===== src/rtl/piso_pkg.sv =====
// Shared definitions for the parallel-in / serial-out register.
// The state enum always lists PISO_PARITY. Only builds with PISO_PARITY_EN
// defined ever enter that state.
package piso_pkg;

  typedef enum logic [1:0] {
    PISO_IDLE   = 2'd0,
    PISO_SHIFT  = 2'd1,
    PISO_PARITY = 2'd2
  } piso_state_e;

endpackage


===== src/rtl/bit_counter.sv =====
// Bit position counter for the serialiser.
// It counts up from 0 and flags when the count equals TERMINAL.
// clear has priority over en.
module bit_counter #(
  parameter int TERMINAL = 7,
  parameter int CNT_W    = (TERMINAL > 0) ? $clog2(TERMINAL + 1) : 1
) (
  input  logic             clk,
  input  logic             rst_n,
  input  logic             clear,
  input  logic             en,
  output logic [CNT_W-1:0] count,
  output logic             at_term
);

  // Count register: clear restarts a frame, en advances one bit.
  always_ff @(posedge clk or negedge rst_n) begin
    // NOTE: sequential state uses non-blocking assignments, so every flop samples pre-edge values.
    if (!rst_n) begin
      count <= '0;
    end else if (clear) begin
      count <= '0;
    end else if (en) begin
      count <= count + CNT_W'(1);
    end
  end

  assign at_term = (count == CNT_W'(TERMINAL));

endmodule


===== src/rtl/piso_register.sv =====
// Parallel-in / serial-out register with a registered serial interface.
// - A word is accepted when load and ready are both high.
// - The first bit of the word appears one cycle after it is accepted.
// - shift_en=0 freezes the frame in place.
// - A load accepted on the final bit starts the next frame with no gap.
// Optional: define PISO_PARITY_EN to append an even-parity bit to each frame.
module piso_register
  import piso_pkg::*;
#(
  parameter int WIDTH     = 8,
  parameter int MSB_FIRST = 1
) (
  input  logic             clk,
  input  logic             rst_n,
  input  logic [WIDTH-1:0] data_in,
  input  logic             load,
  output logic             ready,
  input  logic             shift_en,
  output logic             ser_out,
  output logic             ser_valid,
  output logic             frame_start,
  output logic             frame_end
);

  localparam int CNT_W = $clog2(WIDTH);

  piso_state_e      state_q, state_d;
  logic [WIDTH-1:0] sreg_q, sreg_d, sreg_shift;
  logic             ser_out_d, ser_valid_d, frame_start_d, frame_end_d;
  logic [CNT_W-1:0] cnt;
  logic             cnt_last, cnt_clear, cnt_en;
  logic             final_bit, accept, advance;
`ifdef PISO_PARITY_EN
  logic             parity_q, parity_d;
`endif

  bit_counter #(
    .TERMINAL (WIDTH - 1),
    .CNT_W    (CNT_W)
  ) u_bit_counter (
    .clk     (clk),
    .rst_n   (rst_n),
    .clear   (cnt_clear),
    .en      (cnt_en),
    .count   (cnt),
    .at_term (cnt_last)
  );

  // Next-state logic: accept, advance, wrap back to the next frame, or idle.
  always_comb begin
    // NOTE: every signal assigned here gets a default first, so no path can infer a latch.
    state_d       = state_q;
    sreg_d        = sreg_q;
    ser_valid_d   = ser_valid;
    frame_start_d = frame_start;
    frame_end_d   = frame_end;
    cnt_clear     = 1'b0;
    cnt_en        = 1'b0;
`ifdef PISO_PARITY_EN
    parity_d      = parity_q;
    final_bit     = (state_q == PISO_PARITY);
`else
    final_bit     = (state_q == PISO_SHIFT) && cnt_last;
`endif
    ready      = (state_q == PISO_IDLE) || (final_bit && shift_en);
    accept     = load && ready;
    advance    = (state_q != PISO_IDLE) && shift_en;
    sreg_shift = (MSB_FIRST != 0) ? {sreg_q[WIDTH-2:0], 1'b0}
                                  : {1'b0, sreg_q[WIDTH-1:1]};

    if (accept) begin
      state_d       = PISO_SHIFT;
      sreg_d        = data_in;
      ser_valid_d   = 1'b1;
      frame_start_d = 1'b1;
      frame_end_d   = 1'b0;
      cnt_clear     = 1'b1;
`ifdef PISO_PARITY_EN
      parity_d      = ^data_in;
`endif
    end else if (advance) begin
      if (final_bit) begin
        state_d       = PISO_IDLE;
        sreg_d        = '0;
        ser_valid_d   = 1'b0;
        frame_start_d = 1'b0;
        frame_end_d   = 1'b0;
        cnt_clear     = 1'b1;
`ifdef PISO_PARITY_EN
      end else if (cnt_last) begin
        state_d       = PISO_PARITY;
        frame_start_d = 1'b0;
        frame_end_d   = 1'b1;
`endif
      end else begin
        sreg_d        = sreg_shift;
        cnt_en        = 1'b1;
        frame_start_d = 1'b0;
`ifdef PISO_PARITY_EN
        frame_end_d   = 1'b0;
`else
        frame_end_d   = (cnt == CNT_W'(WIDTH - 2));
`endif
      end
    end

    // The serial bit is always the head of the next shift register contents.
    ser_out_d = 1'b0;
    if (state_d == PISO_SHIFT) begin
      ser_out_d = (MSB_FIRST != 0) ? sreg_d[WIDTH-1] : sreg_d[0];
`ifdef PISO_PARITY_EN
    end else if (state_d == PISO_PARITY) begin
      ser_out_d = parity_q;
`endif
    end
  end

  // State, shift register and every serial-side output are flops.
  always_ff @(posedge clk or negedge rst_n) begin
    // NOTE: the shift register is reset with the control state, so an aborted frame cannot leak bits.
    if (!rst_n) begin
      state_q     <= PISO_IDLE;
      sreg_q      <= '0;
      ser_out     <= 1'b0;
      ser_valid   <= 1'b0;
      frame_start <= 1'b0;
      frame_end   <= 1'b0;
`ifdef PISO_PARITY_EN
      parity_q    <= 1'b0;
`endif
    end else begin
      state_q     <= state_d;
      sreg_q      <= sreg_d;
      ser_out     <= ser_out_d;
      ser_valid   <= ser_valid_d;
      frame_start <= frame_start_d;
      frame_end   <= frame_end_d;
`ifdef PISO_PARITY_EN
      parity_q    <= parity_d;
`endif
    end
  end

endmodule


===== config.mk =====
export PLATFORM = sky130hd
export DESIGN_NAME = piso_register
export DESIGN_NICKNAME = d
export VERILOG_FILES = /design/src/rtl/piso_pkg.sv /design/src/rtl/bit_counter.sv /design/src/rtl/piso_register.sv
export SDC_FILE = /design/constraint.sdc
export NUM_CORES = 1
export LEC_CHECK = 0
export CAP_MARGIN = 20
export CORE_ASPECT_RATIO = 1.5
export CORE_UTILIZATION = 46
export CTS_CLUSTER_SIZE = 28
export DETAILED_ROUTE_END_ITERATION = 10
export GPL_ROUTABILITY_DRIVEN = 1
export PLACE_DENSITY = 0.74
export REMOVE_ABC_BUFFERS = 1
export SLEW_MARGIN = 15
export SYNTH_ARGS = -nofsm -noshare
export SYNTH_HDL_FRONTEND = slang
export SYNTH_HIERARCHICAL = 1
export SYNTH_SLANG_ARGS = --single-unit

===== constraint.sdc =====
create_clock -name clk -period 1.7 [get_ports clk]
set_input_delay 0.34 -clock clk [delete_from_list [all_inputs] [get_ports clk]]
set_output_delay 0.34 -clock clk [all_outputs]
set_load 0.01 [all_outputs]

==> results by group <==
Status
  • Status: finished, violations left
  • Failing checks: setup timing

Timing
  • Slew Limit Fails: 0
  • Fin crit period: between 1.5 and 2 ns
  • Final setup vio count: 1
  • Final Cycle Share: 1.018
  • Normalized max-slew margin: 0.7752
  • RSZ-0062 raised after global routing: true
  • Maximum clock frequency: a little under 600 MHz
  • Worst Slack Setup Final: -0.02989 ns
  • Measured slew at the worst slew-check pin: 0.3371 ns
  • Clock skew: about 0.0011 ns
  • Fin. Hold Viols: 0

Yosys
  • Synthesis Warnings: 6
  • Largest family of logic cells by synthesized area: compound AO/OA/AOI/OAI gates
  • Post-synthesis mux area share: 0.02102
  • Syn Area/Cell: 10.35 um2
  • Synth Area in Compound Gates: 0.2365
  • Synth top area share: 0.4468
  • Unique masters post-synth: 35
  • Adder-cell share of the synthesized area: 0.02628
  • Cells after synthesis: 92
  • Count of flip-flops with a built-in enable after synthesis: 0
  • Post-Syn Area: ~950 um2
  • Post-synth top flop: dfrtp_1
  • Synth area leaders: dfrtp_1, o211ai_1, a31oi_1
  • Post-Synth Simple-Gate Area: 0.2116
  • Post-synth top cells: dfrtp_1, a31oi_1, nand3_1, nor3_1, o211ai_1
  • Xor/xnor share of the synthesized area: 0.009198
  • Cell taking the most area after synthesis: dfrtp_1
  • FFs w/ async S/R, synth: 1.000
  • Most common cell in the netlist: dfrtp_1
  • FF+latch count, synth: 17
  • Sequential area share after synthesis: 0.4468

Layout
  • Final core occ: 0.7049
  • Share of layout cells above drive strength 1: 0.3033
  • Final Non-Filler Cells: between 100 and 150
  • Fillers: around 160
  • Fin nets: between 100 and 150
  • P&R area growth vs syn: 39.03%
  • N_diodes: 0

Die
  • Die width: 39.15 um
  • Core area: 0.001878 mm2
  • Starting Density: 0.5070
  • Die Y: roughly 58 um
  • Number of core rows: 19
  • Die area: ~0.0023 mm2
  • I/O Pins: 17

Clocking
  • Hold Buf Count CTS: 0
  • H-tree levels: 1
  • Number of buffers created by CTS: 3
  • # clock sinks: 17
  • Max Root-Sink Buffers: 2
  • Worst skew pair latency: a little over 0.3 ns
  • CTS tree: built
  • Clock tree root driver cell: clkbuf_4
  • Worst-path clk slew: 0.10 ns

Global route
  • First-pass GRT wire length: 3760 um
  • Initial antenna violation count: 0
  • Pin count of the biggest net entering global routing: 20
  • Total track usage: 0.2418
  • Vias in the first global route: about 880
  • Remaining global-route overflow: 0

Worst setup path
  • Worst Path Max Fanout: 2
  • Slowest-stage cell, CP: dfrtp_1
  • Critical path class: flop to output port
  • CP Buf/Inv Count: 1
  • Setup crit start kind: flop
  • Cell Chain, Critical Path: ha_2 -> ha_4 -> a21boi_2 -> nor2_1 -> buf_2
  • CP Data Arrival Time: roughly 1.4 ns
  • Slowest stage delay, CP: roughly 0.40 ns
  • CP Capture Type: output port
  • Worst path required time: roughly 1.4 ns
  • Largest delay share family, worst path: flip-flops

Routing
  • Via density per instance: just under 6
  • Iteration-0 DRC Markers: 9
  • Residual DRC: 0
  • WL final: roughly 2200 um
  • ANT nets after route: 0
  • Router iterations before antenna repair: 4
  • Vias after detailed routing: 828
  • Avg WL per Cell: about 16 um

Placed design
  • Detail Placement HPWL: ~1500 um
  • PortBufs: 16
  • Post-placement cell count: ~140
  • Routability cong.: around 0.73

Power and ir drop
  • Leak: between 0.0005 and 0.0006 uW
  • Worst vdd ir: about 800 uV
  • Total Power: roughly 1700 uW
  • Pwr dens: between 1000 and 1500 mW/mm2

Job
  • Max Cap Viol: 0

Worst hold path
  • Worst Hold Class: input pin to async pin
==> worst register-to-register path: cells and delay by family, from the launching register on <==
| family | cells | cell delay, ns |
|---|---|---|
| fa+ha+maj | 2 | 0.36 |
| compound gates | 2 | 0.28 |
| flops | 1 | 0.40 |
| buf+inv | 3 | 0.37 |
| simple gates | 1 | 0.14 |
==> path summary, 6_finish.rpt <==
kind                       cells past startpoint                   start  slack (ns)          end
max reg2reg                                    8  u_bit_counter/count[1]        0.08    sreg_q[6]
min reg2reg                                    1             frame_start        0.48  frame_start
min in group clk                               1             frame_start        0.48  frame_start
max                                            5  u_bit_counter/count[1]       -0.03        ready
min                                            2                   rst_n        0.34    sreg_q[7]
max in group asynchronous                      2                   rst_n        1.18    sreg_q[0]
==> kinds of logic after synthesis <==
family | count (synthesis)
mux | 2
compound gates | 30
buf+inv | 7
simple gates | 33
fa+ha+maj | 2
flops | 17
xor+xnor | 1
==> power breakdown <==
| part | leakage, uW | internal (uW) | switching (uW) |
|---|---|---|---|
| clock | 0.0000177 | 88.3 | 145 |
| combinational | 0.000336 | 466 | 347 |
| sequential | 0.000211 | 541 | 81.6 |
| total | 0.000565 | 1100 | 574 |
==> metrics by stage <==
step / TNS [ns] / instance area (um2) / hold WS [ns] / setup WS (ns)
floorplan: -0.08805 / 905.9 / 0.04441 / -0.04402
global placement: -0.1487 / 1235 / 0.4640 / -0.1487
detailed placement: -0.1822 / 1235 / 0.4665 / -0.1670
CTS: -0.07267 / 1313 / 0.3410 / -0.04133
global route: -0.08955 / 1324 / 0.3745 / -0.08712
finish: -0.02989 / 1324 / 0.3397 / -0.02989
==> metal layers <==
metal	wire, um	part of all wire	vias to the layer above	GRT usage
met4	59	0.027	0	0.1527
met3	55	0.025	5	0.04215
met2	1185	0.53	14	0.4048
met5	0	0	-	0
met1	922	0.42	402	0.2684
li1	-	-	407	-
==> layout by cell type (no fill, tap or decap), types with 2 or more instances in the layout <==
cell type	n
buf_6	2
buf_4	12
o21ai_1	2
o211ai_1	7
clkdlybuf4s50_1	15
a21o_1	2
nor2_2	2
a31oi_1	7
a21oi_1	3
nor3_1	7
buf_12	3
nand2_1	3
o21a_4	2
clkbuf_4	3
nor2_1	5
mux2i_1	2
dfrtp_1	17
nand3_1	7
==> timing repair <==
action	4_1_cts	5_1_grt
resized for setup	10	5
pin swaps	2	4
setup endpoints to repair	2	14
cloned	0	0
setup buffers	4	1
==> sequential cells by signal (all words and copies together) (netlist names) <==
| name | count |
|---|---|
| u_bit_counter/count | 3 |
| ser_valid | 1 |
| ser_out | 1 |
| frame_end | 1 |
| frame_start | 1 |
| sreg_q | 8 |
| state_q | 2 |
==> final cells by class <==
cell class	count	area, um2	area share
clock buffer	3	22.52	0.01701
clock inverter	1	5.005	0.003781
multi-input combinational	68	516.7	0.3904
sequential	17	425.4	0.3214
tap	21	26.28	0.01985
timing repair buffer	33	327.8	0.2476
(Power assumes the default switching activity.)
